$ cat src/rtl/if_id_hazard_reg.sv
// ---------------------------------------------------------------------------
// if_id_hazard_reg
//
// IF/ID pipeline register for the 5-stage MIPS pipeline with built-in
// load-use hazard detection.
//
// Behaviour:
//   - Captures the fetched PC+4 and instruction word on each rising edge.
//   - Holds both, and freezes the PC, when the instruction in ID depends on
//     a load that is currently in EX.
//   - Tells the ID/EX register to insert a bubble during that cycle.
//   - Flushes to a NOP on a taken branch or jump.
//   - Counts stall cycles for performance debug.
//
// Ports:
//   clk, rst      pipeline clock; asynchronous active-high reset
//   IfPc, IfInst  PC+4 and instruction word from the fetch stage
//   ExMemRead     MemRead bit of the instruction now in ID/EX
//   ExRt          rt field of the instruction now in ID/EX
//   BranchTaken   flush request from branch resolution in ID
//   IdPc, IdInst  registered PC+4 and instruction
//   IdRs/Rt/Rd    register fields decoded from IdInst
//   IdValid       registered instruction is real (not a reset/flush NOP)
//   Stall         combinational load-use hazard flag
//   PcWrite       PC write enable (the inverse of Stall)
//   IdBubble      zero the control fields written into ID/EX
//   StallCnt      saturating count of stall cycles
// ---------------------------------------------------------------------------
module if_id_hazard_reg #(
    parameter int CNT_W = 16
) (
    input  logic             clk,
    input  logic             rst,
    input  logic [31:0]      IfPc,
    input  logic [31:0]      IfInst,
    input  logic             ExMemRead,
    input  logic [4:0]       ExRt,
    input  logic             BranchTaken,
    output logic [31:0]      IdPc,
    output logic [31:0]      IdInst,
    output logic [4:0]       IdRs,
    output logic [4:0]       IdRt,
    output logic [4:0]       IdRd,
    output logic             IdValid,
    output logic             Stall,
    output logic             PcWrite,
    output logic             IdBubble,
    output logic [CNT_W-1:0] StallCnt
);

    logic [31:0]      id_pc_q,     id_pc_d;
    logic [31:0]      id_inst_q,   id_inst_d;
    logic             id_valid_q,  id_valid_d;
    logic [CNT_W-1:0] stall_cnt_q, stall_cnt_d;

    logic [4:0] rs, rt;
    logic       stall;

    assign rs = id_inst_q[25:21];
    assign rt = id_inst_q[20:16];

    // A load writing $0 never produces a real dependency.
    // A flushed or reset NOP (IdValid = 0) has nothing to protect.
    assign stall = ExMemRead & id_valid_q & (ExRt != 5'd0) &
                   ((ExRt == rs) | (ExRt == rt));

    always_comb begin
        id_pc_d     = IfPc;
        id_inst_d   = IfInst;
        id_valid_d  = 1'b1;
        stall_cnt_d = stall_cnt_q;

        if (stall) begin
            // Hold the register. A branch resolved this cycle used stale
            // operands, so its flush request is dropped; it re-resolves
            // after the stall.
            id_pc_d    = id_pc_q;
            id_inst_d  = id_inst_q;
            id_valid_d = id_valid_q;
            if (stall_cnt_q != {CNT_W{1'b1}})
                stall_cnt_d = stall_cnt_q + 1'b1;
        end else if (BranchTaken) begin
            id_inst_d  = 32'h0;
            id_valid_d = 1'b0;
        end
    end

    always_ff @(posedge clk or posedge rst) begin
        if (rst) begin
            id_pc_q     <= '0;
            id_inst_q   <= '0;
            id_valid_q  <= 1'b0;
            stall_cnt_q <= '0;
        end else begin
            id_pc_q     <= id_pc_d;
            id_inst_q   <= id_inst_d;
            id_valid_q  <= id_valid_d;
            stall_cnt_q <= stall_cnt_d;
        end
    end

    assign IdPc     = id_pc_q;
    assign IdInst   = id_inst_q;
    assign IdRs     = rs;
    assign IdRt     = rt;
    assign IdRd     = id_inst_q[15:11];
    assign IdValid  = id_valid_q;
    assign Stall    = stall;
    assign PcWrite  = ~stall;
    assign IdBubble = stall | ~id_valid_q;
    assign StallCnt = stall_cnt_q;

endmodule

$ cat config.mk
export PLATFORM = sky130hd
export DESIGN_NAME = if_id_hazard_reg
export DESIGN_NICKNAME = d
export VERILOG_FILES = /design/src/rtl/if_id_hazard_reg.sv
export SDC_FILE = /design/constraint.sdc
export NUM_CORES = 1
export LEC_CHECK = 0
export ABC_AREA = 1
export ABC_CLOCK_PERIOD_IN_PS = 4200
export CAP_MARGIN = 25
export CORE_ASPECT_RATIO = 0.6
export CORE_UTILIZATION = 45
export CTS_BUF_LIST = sky130_fd_sc_hd__clkbuf_8 sky130_fd_sc_hd__clkbuf_16
export DETAILED_ROUTE_END_ITERATION = 10
export PLACE_DENSITY = 0.82
export SLEW_MARGIN = 15
export SYNTH_ARGS = -nofsm -noshare
export SYNTH_HDL_FRONTEND = slang
export SYNTH_SLANG_ARGS = --single-unit
$ cat constraint.sdc
create_clock -name clk -period 4.2 [get_ports clk]
set_clock_uncertainty 0.05 [all_clocks]
set_input_delay 0.63 -clock clk [delete_from_list [all_inputs] [get_ports clk]]
set_output_delay 0.63 -clock clk [all_outputs]
set_load 0.01 [all_outputs]
==> impl_metrics.yaml <==
worst_setup_path:
  critical_path.max_fanout: 18
  timing.critical_path.arrival_ns: 2.68
  kind_of_start_point_of_the_critical_path: "input port"
  required_ns: 3.52
  crit_path_end_kind: "output port"
  critPathKind: "input port to output port"
place:
  dp_cells: 735
  port-buffer-count: 171
  dp.final_hpwl_um: 7778
  gp_congestion: 0.8442
  worst_slack_placed_ns: 0.8525
die:
  floorplan.io_pins: 172
  start_util: 0.4766
  chipHeight_um: 73.75
  fp.dieArea_sq_um: 8967
  core-area_sq_um: 8102
  row_count: 25
  die_width_um: 121.6
grt:
  grt_max_degree: 65
  global_routing_usage_summed_across_all_routing_layers: 0.2566
  grt_antenna_before_repair: 0
  grt_pass1_wl_um: 17440
  grt.overflow.total: 0
  grt_pass1_vias: 3633
cts:
  cts_tree: "done"
  clock-root-buffer: "sky130_fd_sc_hd__clkbuf_16"
  cts-hold-fix-buffers: 0
  cts-resized-gates: 0
  num_cts_buffers: 9
  max-clock-path-buffers: 2
  h_tree_levels: 3
  post-cts-setup-buffers: 0
  clock_transition_time_at_the_flip_flop_clock_pins_of_the_worst_setup_and_hold_paths_ns: 0.06
  worst_skew_pair.late_latency_ns: 0.33
  clock_sinks: 81
layout:
  most-common-layout-cells: "sky130_fd_sc_hd__nand2_1, sky130_fd_sc_hd__clkdlybuf4s50_1, sky130_fd_sc_hd__dfrtp_1, sky130_fd_sc_hd__nand3_1"
  filler_cells: 601
  drive_gt1_frac: 0.05124
  antenna_cells: 0
  post_layout_instance_count_excluding_filler_cells: 752
  layout.cells.most_common: "sky130_fd_sc_hd__nand2_1"
  flow.area_growth_from_synthesis_pct: 52.20
  final_nets: 713
timing:
  grt_setup_unrepaired: "false"
  hold_viol: 0
  worst_pin_slew_ns: 0.6924
  post-route-min-period_ns: 3.358
  final-setup-viol-count: 0
  timing_max_transition_violations_final: 0
  final_worst_path_setup_slack_ns: 0.8420
  final_min_period_over_clock_period: 0.7995
  slew_headroom: 0.5384
  fin_tns_setup_ns: 0
  fmax_mhz: 297.8
pwr:
  clock_share_of_power: 0.431
  power_frac_comb: 0.159
  power-per-cell-area_nw_per_um2: 360.7
  total_leakage_power_nw: 2.847
  register_share_of_total_power: 0.410
  netSwitchingPower_mw: 0.4990
  power.ir.vdd_worst_mv: 0.2158
  sw_frac_of_total: 0.2354
  intPower_mw: 1.621
synthesis:
  mean_instance_size_in_the_synthesized_netlist_sq_um: 7.912
  seq_area_frac_synth: 0.5250
  synth_cells: 488
  synth.distinct_cells: 21
  ys_ff_latch: 81
  synth.cell_area_sq_um: 3861
  synthesis.yosys.warnings: 0
  synth_fp_nets: 562
drt:
  num_vias: 3700
  drt_iter0_drc: 260
  ant_nets: 0
  routed_via_density: 4.920
  drt_wl_total_um: 10940
  drt_drc_violations_left: 0
  post_drt_wl_per_cell_um: 14.55
  drtPass1Iterations: 4
worst_hold_path:
  worstHoldPathType: "register to register"
run:
  maxcap_viol_count: 0
run_status:
  outcome: "finished, final reports clean"
## layout make-up
type / instances / area (sq um) / share of cell area
clock buffers: 10 / 239.0 / 0.04066
clock inverters: 6 / 115.1 / 0.01959
inverters: 26 / 98.84 / 0.01682
multi-input cells: 345 / 1480 / 0.2519
flip-flops and latches: 81 / 2027 / 0.3449
well taps: 108 / 135.1 / 0.02299
repair buffers: 176 / 1782 / 0.3032
## synthesized netlist by cell type
| cell | count | area, sq um |
|---|---|---|
| sky130_fd_sc_hd__o21ai_0 | 2 | 10.01 |
| sky130_fd_sc_hd__buf_1 | 2 | 7.510 |
| sky130_fd_sc_hd__inv_1 | 20 | 75.07 |
| sky130_fd_sc_hd__nand3b_1 | 1 | 7.510 |
| sky130_fd_sc_hd__xor2_1 | 3 | 26.28 |
| sky130_fd_sc_hd__nand2_1 | 243 | 912.1 |
| sky130_fd_sc_hd__clkbuf_1 | 5 | 18.77 |
| sky130_fd_sc_hd__nand4_1 | 21 | 131.4 |
| sky130_fd_sc_hd__inv_2 | 6 | 22.52 |
| sky130_fd_sc_hd__buf_2 | 4 | 20.02 |
| sky130_fd_sc_hd__buf_6 | 6 | 67.56 |
| sky130_fd_sc_hd__ha_1 | 1 | 12.51 |
| sky130_fd_sc_hd__nand3_1 | 41 | 205.2 |
| sky130_fd_sc_hd__nor2_1 | 21 | 78.83 |
| sky130_fd_sc_hd__nand3_2 | 2 | 20.02 |
| sky130_fd_sc_hd__xnor2_1 | 6 | 52.55 |
| sky130_fd_sc_hd__nand2_2 | 2 | 12.51 |
| sky130_fd_sc_hd__nor3_1 | 1 | 5.000 |
| sky130_fd_sc_hd__buf_4 | 19 | 142.6 |
| sky130_fd_sc_hd__nor2_2 | 1 | 6.260 |
| sky130_fd_sc_hd__dfrtp_1 | 81 | 2027 |
## per-layer routing
layer / GRT usage / wire (um) / vias up
met4: 0.08779 / 170 / 0
met3: 0.1033 / 1040 / 17
met2: 0.4179 / 5002 / 161
met1: 0.3117 / 4729 / 1714
met5: 0 / 0 / -
li1: - / - / 1808
## state kept, by name, summed over array words and instances (netlist names)
signal,flops
IdValid,1
IdInst,32
StallCnt,16
IdPc,32
## logic make-up (layout without fill, tap and decap cells)
| logic type | Yosys count | after routing | synth area share |
|---|---|---|---|
| buffers and inverters | 62 | 218 | 0.09170 |
| adder cells (fa/ha/maj) | 1 | 1 | 0.003240 |
| AO/OA/AOI/OAI | 2 | 2 | 0.002592 |
| AND/OR/NAND/NOR | 333 | 333 | 0.3571 |
| XOR/XNOR | 9 | 9 | 0.02042 |
| flip-flops | 81 | 81 | 0.5250 |
## worst paths after layout
check / from / to / slack, ns / cells after the start
setup / recovery: ExRt[4] / IdBubble / 0.84 / 10
hold / removal: IdPc[31] / IdPc[31] / 0.42 / 2
setup reg to reg: IdInst[16] / IdInst[7] / 1.84 / 10
hold reg to reg: IdPc[31] / IdPc[31] / 0.42 / 2
max in group asynchronous: rst / IdPc[4] / 2.58 / 4
min in group asynchronous: rst / IdPc[24] / 0.64 / 2
## power by group through the flow
stage	Clock [mW]	Combinational (mW)	Sequential, mW
6_report	0.913	0.337	0.870
5_1_grt	0.960	0.368	0.876
4_1_cts	0.925	0.337	0.869
3_5_place_dp	0	0.336	0.881
3_3_place_gp	0	0.325	0.880
2_1_floorplan	0	0.110	0.900
## stage by stage
stage	total power [mW]	util	hold WS (ns)	area, sq um
2_1_floorplan	1.010	-	0.4557	3861
3_3_place_gp	1.205	0.6758	0.4039	5475
3_5_place_dp	1.217	0.6783	0.4078	5495
4_1_cts	2.131	0.7220	0.4236	5849
5_1_grt	2.204	0.7254	0.4423	5877
6_report	2.120	0.7254	0.4196	5877
## worst max-delay path, cell delays in order
cell	delay [ns]
sky130_fd_sc_hd__clkdlybuf4s50_1	0.56
sky130_fd_sc_hd__inv_2	0.06
sky130_fd_sc_hd__nand2_1	0.06
sky130_fd_sc_hd__nand2_1	0.06
sky130_fd_sc_hd__nor2_1	0.09
sky130_fd_sc_hd__nand3_1	0.09
sky130_fd_sc_hd__nand2_2	0.29
sky130_fd_sc_hd__nand2_2	0.20
sky130_fd_sc_hd__nand2_1	0.10
sky130_fd_sc_hd__clkdlybuf4s50_1	0.52
No activity file was read; power rests on OpenSTA's default activity.
==> RTL change 1 (config.mk and constraints unchanged) <==
`CNT_W`: 16 -> 14.
--- a/src/rtl/if_id_hazard_reg.sv
+++ b/src/rtl/if_id_hazard_reg.sv
@@ -28,5 +28,5 @@
 // ---------------------------------------------------------------------------
 module if_id_hazard_reg #(
-    parameter int CNT_W = 16
+    parameter int CNT_W = 14
 ) (
     input  logic             clk,
Ports: changed (resized StallCnt); port bits go from 172 to 170. No check against the original RTL was run, so the function may have changed too.
==> RTL change 1 against the original RTL <==
Total power down 4.8%. Wire length is 0.84% lower. Global-route usage down 0.15 points. Worst setup slack gained 0.083 ns. Final area shrank 1.8%. Sequential cell count is 2 lower. Critical path type unchanged. Combinational power is 3% higher. Area after synthesis down 1.1%. Highest routed layer unchanged. Critical path depth is 1 higher.
==> RTL change 1: results (changes against the original RTL) <==
metric	value	unit	change
Synth Net Count	549		-2.3%
final net count	697		-2.2%
DR vias/cell	5.06		+2.8%
Detailed Route Iter0 Violations	294		+13%
arrival time worst endpoint	2.60	ns	-0.08 ns
pin count of the biggest net entering global routing	48		-26%
GRT Total Usage	0.255		-0.00150
Post-DP Area	0.00543	mm2	-1.3%
Worst slew margin	0.547		+0.00861
min-delay src	IdPc[5]		
Avg Cell Area, Syn	8.04	um2	+1.6%
RD Place Congestion	0.924		+9.4%
number of global-route vias before repair	3399		-6.4%
Pleak	0.00279	uW	-2.0%
H-tree Lvls	3		unchanged
dpl hpwl	7.58	mm	-2.5%
ratio of cells with drive above 1 in the final layout	0.0557		+0.00449
DR vias	3721		+0.57%
port bufs	169		-1.2%
top fanout value on the critical path	24		+6
sequential share of the synthesized area	0.518		-0.00709
Post-CTS Setup Inserts	0		unchanged
Commonest cells post-synth	nand2_1 (202), dfrtp_1 (79), nand3_1 (74)		
top cells by area, synth	dfrtp_1 (52%), nand2_1 (20%), nand3_1 (9.7%), buf_4 (4.5%), nand4_1 (3.3%)		
Pre-antenna DRT Iters	5		+1
status	completed		
Synth cell types	18		-14%
RR Startpoint	IdInst[18]		
global-route wire length before repair	17.3	mm	-1.1%
CTS-repair resized insts	0		unchanged
most common cell in the netlist	nand2_1		
[RTL change 1: worst max-delay path, delay by kind of cell]
| kind | cells | cell delay, ns |
|---|---|---|
| and+or+nand+nor | 6 | 0.50 |
| buffers and inverters | 5 | 1.44 |
[RTL change 1: final cells by class]
class	instances	area, um2
Clock buffer	12	267
Clock inverter	4	51.3
Fill cell	617	2270
Multi-Input combinational cell	330	1460
Timing Repair Buffer	177	1780
Sequential cell	79	1980
Tap cell	108	135
Inverter	26	98.8
[RTL change 1: cell families (layout without fill, tap and decap cells)]
group,count (synthesis),in the layout,synth area share
buffers and inverters,66,219,0.100
DFF,79,79,0.518
and+or+nand+nor,320,320,0.358
xor gates and xnor gates,9,9,0.0206
adders and majority gates,1,1,0.00328
[RTL change 1: metal layers]
metal,vias to the layer above,global-route usage,part of all wire
met1,1757,0.348,0.44
li1,1788,-,-
met5,-,0,0
met2,160,0.391,0.47
met3,16,0.0955,0.085
met4,0,0.0494,0.0064
[RTL change 1: per-stage QoR]
step	worst slack, ns	util	hold slack, ns
after floorplan	1.50	-	0.457
after global placement	1.05	0.672	0.403
after detailed placement	0.966	0.675	0.407
after CTS	0.970	0.714	0.422
after global routing	0.804	0.718	0.446
final	0.925	0.718	0.421
[RTL change 1: power by group]
part	total, uW	switching (uW)	leakage, uW	internal (uW)
Sequential	857	46.8	0.000991	810
Combinational	347	152	0.00164	195
Clock	814	304	0.000155	510
[RTL change 1: final timing paths]
check                      slack (ns)  depth (start not counted)          end
max                              0.92                         11        Stall
min reg2reg                      0.42                          2      IdPc[5]
max reg2reg                      2.01                         10  StallCnt[9]
max in group asynchronous        2.83                          3  StallCnt[7]
min                              0.42                          2      IdPc[5]
min in group asynchronous        0.65                          2     IdPc[17]
==> RTL change 2 (same settings) <==
Without the edit above. Put one more register stage on the output `StallCnt`. The value now appears one clock later. The other outputs are not delayed to match. Comments in the files are not updated.
--- a/src/rtl/if_id_hazard_reg.sv
+++ b/src/rtl/if_id_hazard_reg.sv
@@ -109,5 +109,7 @@
     assign PcWrite  = ~stall;
     assign IdBubble = stall | ~id_valid_q;
-    assign StallCnt = stall_cnt_q;
+    always_ff @(posedge clk) begin
+        StallCnt <= stall_cnt_q;
+    end
 
 endmodule
Formal check against the unedited RTL: not equivalent (a bounded check fails within 4 cycles, from zero or initial values and one cycle with rst high).
==> RTL change 2 against the original RTL <==
Critical path depth did not move. First-iteration DRC count fell by 5.0%. Sequential cell count rose by 16. Maximum frequency fell by 4.4%. Combinational power fell by 1%. Area after synthesis rose by 8.8%. Synthesized cell count rose by 4.1%. Total power rose by 2.4%. Via count rose by 3.1%. Core utilization fell by 2.9 points. Wire length rose by 3.9%. Worst setup slack got worse by 0.15 ns. Final area rose by 4.1%. Largest power group is now registers.
==> RTL change 2: results (changes against the original RTL) <==
metric	value	unit	change
DR vias/cell	4.93		+0.18%
post-synthesis xor/xnor area fraction	0.0188		-0.00166
Worst slew margin	0.330		-0.208
WHS Endpoint	StallCnt[15]		
sequential share of the synthesized area	0.558		+0.0335
ratio of cells with drive above 1 in the final layout	0.0453		-0.00593
RR Startpoint	IdInst[24]		
Synth Net Count	582		+3.6%
hold_ws	0.385	ns	-0.0349 ns
Synth Area in Compound Gates	0.00119		-0.00140
ys async rst share	0.835		-0.165
min-delay src	stall_cnt_q[15]		
Avg Cell Area, Syn	8.27	um2	+4.6%
arrival time worst endpoint	2.83	ns	+0.15 ns
top fanout value on the critical path	31		+13
CTS Buffer Depth	2		unchanged
top cells by area, synth	dfrtp_1 (48%), nand2_1 (22%), dfxtp_1 (7.6%), nand3_1 (5.1%), nand4_1 (3.4%)		
pre-CTS setup slack	0.677	ns	-0.176 ns
DR WL/cell	14.7	um	+0.99%
GRT Total Usage	0.246		-0.0110
hold path cells	0		-2
dpl hpwl	8.09	mm	+4.0%
Fillers	701		+17%
Detailed Route Iter0 Violations	247		-5.0%
Cells after DPL	758		+3.1%
Synth cell types	23		+9.5%
final net count	731		+2.5%
fin cells	774		+2.9%
RD Place Congestion	0.893		+5.7%
NetSw	534	uW	+7.1%
worst r2r path cells	11		+1
status	completed		
area share of fa/ha/maj cells after synthesis	0.00298		-0.000263
reg-to-reg setup timing slack	1.71	ns	-0.13 ns
Reg2Reg Capture Point	IdInst[30]		
==> RTL change 2: logic make-up (layout without fill, tap and decap cells) <==
family	Yosys count	count (layout)
adder cells (fa/ha/maj)	1	1
XOR/XNOR	9	9
AND/OR/NAND/NOR	338	338
AO/OA/AOI/OAI	1	1
flip-flops	97	97
buffers and inverters	62	216
==> RTL change 2: stage by stage <==
stage                     instance area, um2  total power, uW
after floorplan                         4200             1180
after global placement                  5830             1380
after detailed placement                5830             1390
after CTS                               6120             2190
after global routing                    6120             2260
final                                   6120             2170
==> RTL change 2: power groups by stage <==
stage                     combinational (uW)  clock, uW  sequential (uW)
final                                    333        799             1040
after global routing                     362        856             1050
after CTS                                337        819             1040
after detailed placement                 336          0             1050
after global placement                   328          0             1050
after floorplan                          112          0             1070
==> RTL change 2: cell type report <==
type	count	area, um2	area share
repair buffers	174	1730	0.283
multi-input cells	349	1510	0.246
flip-flops and latches	97	2350	0.384
inverters	26	98.8	0.0162
clock inverters	7	66.3	0.0108
clock buffers	9	225	0.0368
well taps	112	140	0.0229
==> RTL change 2: worst max-delay path by stage <==
stage | from | end | slack, ns
floorplan | rst | IdInst[0] | 1.44
finish | ExRt[4] | IdBubble | 0.69
detailed placement | ExRt[0] | IdBubble | 0.68
CTS | ExRt[0] | IdBubble | 0.66
global placement | ExRt[1] | IdBubble | 0.75
global route | ExRt[1] | IdBubble | 0.54
==> RTL change 2: per-layer routing <==
metal	track usage	vias up	routed length, um
met5	0	-	0
met2	0.386	147	5240
met1	0.324	1790	5030
li1	-	1876	-
met4	0.0381	0	17
met3	0.101	2	1090
